==> src/rtl/imem_boot_loader.sv <==
// rtl/imem_boot_loader.sv - byte-stream imem loader that holds the core in reset until an image is loaded
// Optional trailing XOR checksum byte: define LOADER_CHECKSUM_EN.
module imem_boot_loader #(
    parameter int ADDR_W = 6
) (
    input  logic              clk,
    input  logic              reset,
    input  logic              start,
    input  logic              in_valid,
    input  logic [7:0]        in_data,
    output logic              in_ready,
    output logic              mem_we,
    output logic [ADDR_W-1:0] mem_addr,
    output logic [31:0]       mem_wdata,
    output logic              core_rst,
    output logic              load_done,
    output logic              load_err,
    output logic [ADDR_W:0]   words_loaded
);
    localparam int DEPTH = 2 ** ADDR_W;
    localparam logic [ADDR_W:0] ONE = 1;

    typedef enum logic [2:0] {
        S_IDLE, S_HDR0, S_HDR1, S_DATA, S_CHK, S_DONE, S_ERR
    } state_t;

    state_t          state;
    logic [7:0]      cnt_lo;
    logic [ADDR_W:0] n_words;
    logic [1:0]      byte_idx;
    logic [23:0]     word_buf;
    logic            xfer;
    logic            rearm;
    logic [15:0]     hdr_count;

    assign xfer      = in_valid & in_ready;
    assign rearm     = start && (state == S_DONE || state == S_ERR);
    assign hdr_count = {in_data, cnt_lo};

`ifdef LOADER_CHECKSUM_EN
    logic [7:0] chk;

    always_ff @(posedge clk or posedge reset) begin
        if (reset) begin
            chk <= 8'h00;
        end else if (rearm || state == S_IDLE) begin
            chk <= 8'h00;
        end else if (xfer && (state == S_HDR0 || state == S_HDR1 || state == S_DATA)) begin
            chk <= chk ^ in_data;
        end
    end
`endif

    always_ff @(posedge clk or posedge reset) begin
        if (reset) begin
            state        <= S_IDLE;
            in_ready     <= 1'b0;
            mem_we       <= 1'b0;
            mem_addr     <= '0;
            mem_wdata    <= '0;
            core_rst     <= 1'b1;
            load_done    <= 1'b0;
            load_err     <= 1'b0;
            words_loaded <= '0;
            cnt_lo       <= '0;
            n_words      <= '0;
            byte_idx     <= '0;
            word_buf     <= '0;
        end else begin
            mem_we <= 1'b0;
            case (state)
                S_IDLE: begin
                    state    <= S_HDR0;
                    in_ready <= 1'b1;
                end
                S_HDR0: begin
                    if (xfer) begin
                        cnt_lo <= in_data;
                        state  <= S_HDR1;
                    end
                end
                S_HDR1: begin
                    if (xfer) begin
                        if (hdr_count > 16'(DEPTH)) begin
                            state    <= S_ERR;
                            load_err <= 1'b1;
                        end else if (hdr_count == 16'd0) begin
`ifdef LOADER_CHECKSUM_EN
                            state     <= S_CHK;
`else
                            state     <= S_DONE;
                            in_ready  <= 1'b0;
                            load_done <= 1'b1;
                            core_rst  <= 1'b0;
`endif
                        end else begin
                            n_words  <= hdr_count[ADDR_W:0];
                            byte_idx <= 2'd0;
                            state    <= S_DATA;
                        end
                    end
                end
                S_DATA: begin
                    // in_ready was dropped on the last write edge, so this cycle never takes a byte
                    if (words_loaded == n_words) begin
`ifdef LOADER_CHECKSUM_EN
                        state     <= S_CHK;
                        in_ready  <= 1'b1;
`else
                        state     <= S_DONE;
                        load_done <= 1'b1;
                        core_rst  <= 1'b0;
`endif
                    end else if (xfer) begin
                        byte_idx <= byte_idx + 2'd1;
                        if (byte_idx == 2'd3) begin
                            mem_we       <= 1'b1;
                            mem_wdata    <= {in_data, word_buf};
                            mem_addr     <= words_loaded[ADDR_W-1:0];
                            words_loaded <= words_loaded + ONE;
                            if (words_loaded + ONE == n_words) begin
                                in_ready <= 1'b0;
                            end
                        end else begin
                            word_buf <= {in_data, word_buf[23:8]};
                        end
                    end
                end
`ifdef LOADER_CHECKSUM_EN
                S_CHK: begin
                    if (xfer) begin
                        if (chk == in_data) begin
                            state     <= S_DONE;
                            in_ready  <= 1'b0;
                            load_done <= 1'b1;
                            core_rst  <= 1'b0;
                        end else begin
                            state    <= S_ERR;
                            load_err <= 1'b1;
                        end
                    end
                end
`endif
                S_DONE, S_ERR: begin
                    // a byte arriving with start in ERR is drained, not decoded
                    if (start) begin
                        state        <= S_HDR0;
                        in_ready     <= 1'b1;
                        core_rst     <= 1'b1;
                        load_done    <= 1'b0;
                        load_err     <= 1'b0;
                        words_loaded <= '0;
                        byte_idx     <= 2'd0;
                    end
                end
                default: begin
                    state    <= S_IDLE;
                    in_ready <= 1'b0;
                end
            endcase
        end
    end
endmodule

==> config.mk <==
export PLATFORM = sky130hd
export DESIGN_NAME = imem_boot_loader
export DESIGN_NICKNAME = d
export VERILOG_FILES = /design/src/rtl/imem_boot_loader.sv
export SDC_FILE = /design/constraint.sdc
export NUM_CORES = 1
export LEC_CHECK = 0
export ABC_CLOCK_PERIOD_IN_PS = 2670
export BUFFER_PORTS_ARGS = -buffer_cell sky130_fd_sc_hd__buf_2
export CAP_MARGIN = 30
export CORE_MARGIN = 5
export CORE_UTILIZATION = 40
export DETAILED_ROUTE_END_ITERATION = 16
export GPL_ROUTABILITY_DRIVEN = 0
export GPL_TIMING_DRIVEN = 0
export HOLD_SLACK_MARGIN = 0.08
export SKIP_CTS_REPAIR_TIMING = 1
export SLEW_MARGIN = 20
export SYNTH_ARGS = -nofsm -noshare
export SYNTH_HDL_FRONTEND = slang
export SYNTH_SLANG_ARGS = --single-unit
==> constraint.sdc <==
create_clock -name clk -period 2.67 [get_ports clk]
set_clock_uncertainty 0.15 [all_clocks]
set_input_delay 0.1335 -clock clk [delete_from_list [all_inputs] [get_ports clk]]
set_output_delay 0.1335 -clock clk [all_outputs]
set_load 0.05 [all_outputs]
# Yosys cells after proc, flatten, opt, wreduce, memory -nomap -nowiden
# Cells that the tools add are included.
[word_totals]
n_memories = 0
input_bits = 12
mem_bits_rw = 0
latch_bits = 0
rom_bits = 0
ff_bits = 94
[op_classes]
n_div = 0
eq_ne = 20
add_sub_neg = 2
bitwise = 6
mul = 0
n_lt_le_gt_ge = 1
shifts = 0
reduce_logical = 16
mux = 43
[op_table]
columns = ["cell", "n"]
rows = [
  ["7-bit 2-to-1 mux", 4],
  ["2-bit != test, second input constant", 12],
  ["1-bit 2-to-1 mux", 20],
  ["4-bit AND reduction", 5],
  ["3-bit 2-to-1 mux", 6],
  ["16-bit by 7-bit > comparator with 1-bit output, second input constant", 1],
  ["16-bit logical NOT", 1],
  ["3-bit one-hot mux with 5 select lines", 1],
  ["7-bit == test", 2],
  ["7-bit one-hot mux with 2 select lines", 1],
  ["2-bit 2-to-1 mux", 6],
  ["9-bit AND reduction", 1],
  ["7-bit by 1-bit adder with 7-bit output, second input constant", 1],
  ["7-bit AND reduction", 1],
  ["3-bit by 2-bit == test with 1-bit output, second input constant", 2],
  ["3-bit == test, second input constant", 2],
  ["1-bit one-hot mux with 3 select lines", 2],
  ["2-bit one-hot mux with 3 select lines", 1],
  ["6-bit AND reduction", 1],
  ["1-bit inverter", 5],
  ["1-bit one-hot mux with 5 select lines", 1],
  ["5-bit AND reduction", 1],
  ["2-bit nonzero test", 2],
  ["3-bit by 1-bit == test with 1-bit output, second input constant", 1],
  ["8 further kinds", 8],
]

# Logic depth before layout (Yosys ltp)
[logic_depth]
depth_word = 7
depth_mapped = 9

# Least setup slack after synthesis
# No wires, ideal clock.
[synth_path]
path_kind = "flip-flop to flip-flop"
start = "reg words_loaded[2]"
end = "reg word_buf[16]"
setup_slack_ns = 0.154
period_less_slack_ns = 2.516
arrival_time_ns = 2.241
required_ns = 2.395
path_buffers = 2
stages_incl_launch_ff = 8
setup_time_ns = 0.125
cell_sequence = "dfrtp_1 > buf_2 > xnor2_1 > and4_1 > a21o_1 > nor3_2 > buf_2 > mux2_2"
[synth_between]
elab_chain_len = 3
[synth_lines]
columns = ["item", "line_no", "source"]
rows = [
  ["start, declared", "18", "output logic [ADDR_W:0] words_loaded"],
  ["start signal, assigned", "120", "words_loaded <= words_loaded + ONE;"],
  ["7-bit == test", "105", "if (words_loaded == n_words) begin"],
  ["1-bit inverter (no line)", "--", ""],
  ["4-bit AND reduction (no line)", "--", ""],
  ["end signal, assigned", "125", "word_buf <= {in_data, word_buf[23:8]};"],
  ["end, declared", "31", "logic [23:0] word_buf;"],
]
# Every way passes these cells.
# A chain may end at the register's enable or synchronous reset.

# Final worst setup path
[layout_path]
start = "reg cnt_lo[0]"
end = "reg n_words[6]"
[layout_between]
elab_chain_len = 3
[layout_lines]
columns = ["item", "line_no", "source"]
rows = [
  ["start, declared", "28", "logic [7:0] cnt_lo;"],
  ["start signal, assigned", "78", "cnt_lo <= in_data;"],
  ["16-bit by 7-bit > comparator with 1-bit output or 16-bit logical NOT (tied branches)", "84, 87", ""],
  ["1-bit inverter (no line)", "--", ""],
  ["4-bit AND reduction (no line) (*)", "--", ""],
  ["end signal, assigned", "97", "n_words <= hdr_count[ADDR_W:0];"],
  ["end, declared", "29", "logic [ADDR_W:0] n_words;"],
]
# Every way passes the cells marked *; elsewhere a longest branch is shown, timed or not.

==> reports/qor.yml <==
chipHeight_um: 112.1
layout-drive-gt1-share: 0.3929
start_util: 0.4075
synth-edff-count: 0
diodes: 0
synth-seq-area-share: 0.5645
wire_per_inst_um: 16.56
grt_pass1_wl_um: 15320
synth_top_area_cell: "dfrtp_1"
synthCells: 337
final_cell_area_mm2: 0.005032
fp-row-count: 37
r2r-start: "cnt_lo[0]"
place_area_mm2: 0.004708
fillerInstances: 973
holdPathEnd: "state[0]"
remaining_drc_errors: 0
worst_pin_slew_ps: 756.0
slew_violations: 0
clkSinkCount: 94
power_density_mw_per_mm2: 676.7
insertion_delay_ps: 360
ant_nets: 0
die-area_mm2: 0.01256
dr.pass1.iters: 4
status: "finished, final reports clean"
hold_depth: 5
p_leak_nw: 2.607
io_buffers: 61
end_kind: "register"
final_nets: 434
die_x_um: 112.1
htree_levels: 3
viasPerCell: 5.030
fp.coreArea_mm2: 0.01023
wl_um: 9289
grt-ovfl-total: 0
synth_top_area_frac: 0.5582
path_clk_slew_ps: 90
finalHoldViolCount: 0
grtUsageTotal: 0.1516
synthesis.nets: 351
yosys.cell_types.count: 53
drt_iter0_drc: 91
worstHoldPathType: "input pin to register"
ys.flop_type: "dfrtp_1"
antenna_found_initial: 0
path_class: "register to register"
cts.path.max_buffers: 2
vias: 2822
fin_crit_sh: 0.9379
reg2reg_to: "n_words[6]"
root_buffer: "clkbuf_8"
rsz0062_at_grt: "false"
syn_area_mm2: 0.004169
dp.cells: 537
start_kind: "register"
grt_pass1_vias: 2977
synth_warnings: 0
async_flop_share: 1.000
avgSynthCellArea_um2: 12.37
min_from: "start"
required_ps: 2770
cts-buffers-inserted: 9
dp_hpwl_um: 6670
ys_ff_latch: 94
setup_violations: 0
cap_viol_max_count: 0
crit_fanout: 7
arrival_ps: 2600
fmax_ghz: 0.3993
grt_max_degree: 30
reg2reg_depth: 5
finalCriticalPeriod_ps: 2504
ir_drop_mv: 0.2793
synthTopCellsByArea: "dfrtp_1 (56%), mux2_2 (17%), nand2_1 (4.5%)"
cts_tree: "yes"
syn2layout_area_growth_pct: 20.71
fin_cells: 561
slew_headroom: 0.4929
pin_count: 62
reg2reg_slack_ps: 170
worst max-delay path: stages, from the launching register on:
cell and delay, ps:
dfrtp_1 400, or4_1 570, o31ai_1 330, nand3b_2 170
nor4_4 390, mux2_2 390
worst max path at each step:
stage | start | end | cells past startpoint
floorplan | words_loaded[2] | word_buf[16] | 7
global placement | words_loaded[4] | mem_addr[0] | 8
detailed placement | words_loaded[4] | mem_addr[1] | 8
CTS | words_loaded[4] | mem_addr[4] | 8
global route | in_data[6] | n_words[4] | 7
finish | cnt_lo[0] | n_words[6] | 5
cell usage after synthesis, types with 3 or more instances:
master and n:
inv_1 5, nor3b_1 3, mux2_2 64, dfrtp_1 93
nand2_1 50, nor2_1 6, xor2_1 4, and3_1 4
buf_2 7, a211oi_1 3, clkbuf_1 4, mux2i_1 3
o31ai_1 4, xnor2_1 9, a21o_1 7, nand3_1 8
o21ai_0 6, nand2b_1 6, a21oi_1 7
area by class of cell:
| class | instances | area [um2] | area share |
|---|---|---|---|
| Sequential cell | 94 | 2354 | 0.4677 |
| Multi-Input combinational cell | 222 | 1732 | 0.3441 |
| Timing Repair Buffer | 73 | 455.4 | 0.09050 |
| Tap cell | 136 | 170.2 | 0.03381 |
| Clock buffer | 12 | 165.2 | 0.03282 |
| Buffer | 14 | 76.32 | 0.01517 |
| Clock inverter | 4 | 53.80 | 0.01069 |
| Inverter | 6 | 26.28 | 0.005221 |
kinds of logic (layout without fill, tap and decap cells):
family | count (synthesis) | count (layout) | share of synthesized area
and+or+nand+nor | 98 | 98 | 0.1246
DFF | 94 | 94 | 0.5645
muxes | 67 | 67 | 0.1801
AOI/OAI and AO/OA | 41 | 41 | 0.06753
buffers and inverters | 21 | 109 | 0.02431
xor gates and xnor gates | 14 | 14 | 0.03301
adders and majority gates | 2 | 2 | 0.006001
layout by cell type, fill, tap and decap left out, types with 6 or more instances in the layout:
master and instances:
nand2_1 50, buf_2 68, nand2b_1 6, mux2_2 64, a21oi_1 7, nor2_1 6
dlygate4sd3_1 9, dfrtp_1 93, nand3_1 8, xnor2_1 8, a21o_1 7, clkbuf_8 12
o21ai_0 6
state kept, by name (all words and copies together), names as in the netlist:
register / cells
mem_wdata: 32
word_buf: 24
cnt_lo: 8
n_words: 7
words_loaded: 7
mem_addr: 6
state: 3
byte_idx: 2
core_rst: 1
in_ready: 1
load_done: 1
load_err: 1
mem_we: 1
routing by layer:
| metal | vias up | GRT usage | routed length [um] |
|---|---|---|---|
| met5 | - | 0 | 0 |
| met4 | 0 | 0.05929 | 104 |
| met3 | 7 | 0.03073 | 386 |
| met2 | 55 | 0.2392 | 4391 |
| met1 | 1408 | 0.2065 | 4405 |
| li1 | 1352 | - | - |
through the flow:
| stage | TNS, ps | total power, mW | setup WS (ps) | hold slack, ps | util |
|---|---|---|---|---|---|
| after CTS | -679.4 | 3.435 | -73.51 | -429.4 | 0.4816 |
| final | 0 | 3.406 | 165.8 | 59.83 | 0.4919 |
| after global placement | -387.0 | 2.380 | -42.46 | 232.8 | 0.4543 |
| after detailed placement | -550.1 | 2.415 | -56.48 | -27.26 | 0.4602 |
| after floorplan | 0 | 2.224 | 154.3 | 88.94 | - |
| after global routing | 0 | 3.592 | 37.09 | 89.56 | 0.4919 |
power by group:
part / switching, mW / total, mW / internal (mW)
Combinational: 0.467 / 0.765 / 0.298
Sequential: 0.0889 / 1.63 / 1.54
Clock: 0.497 / 1.01 / 0.511
Total: 1.05 / 3.41 / 2.35
No activity file was read; power rests on OpenSTA's default activity.
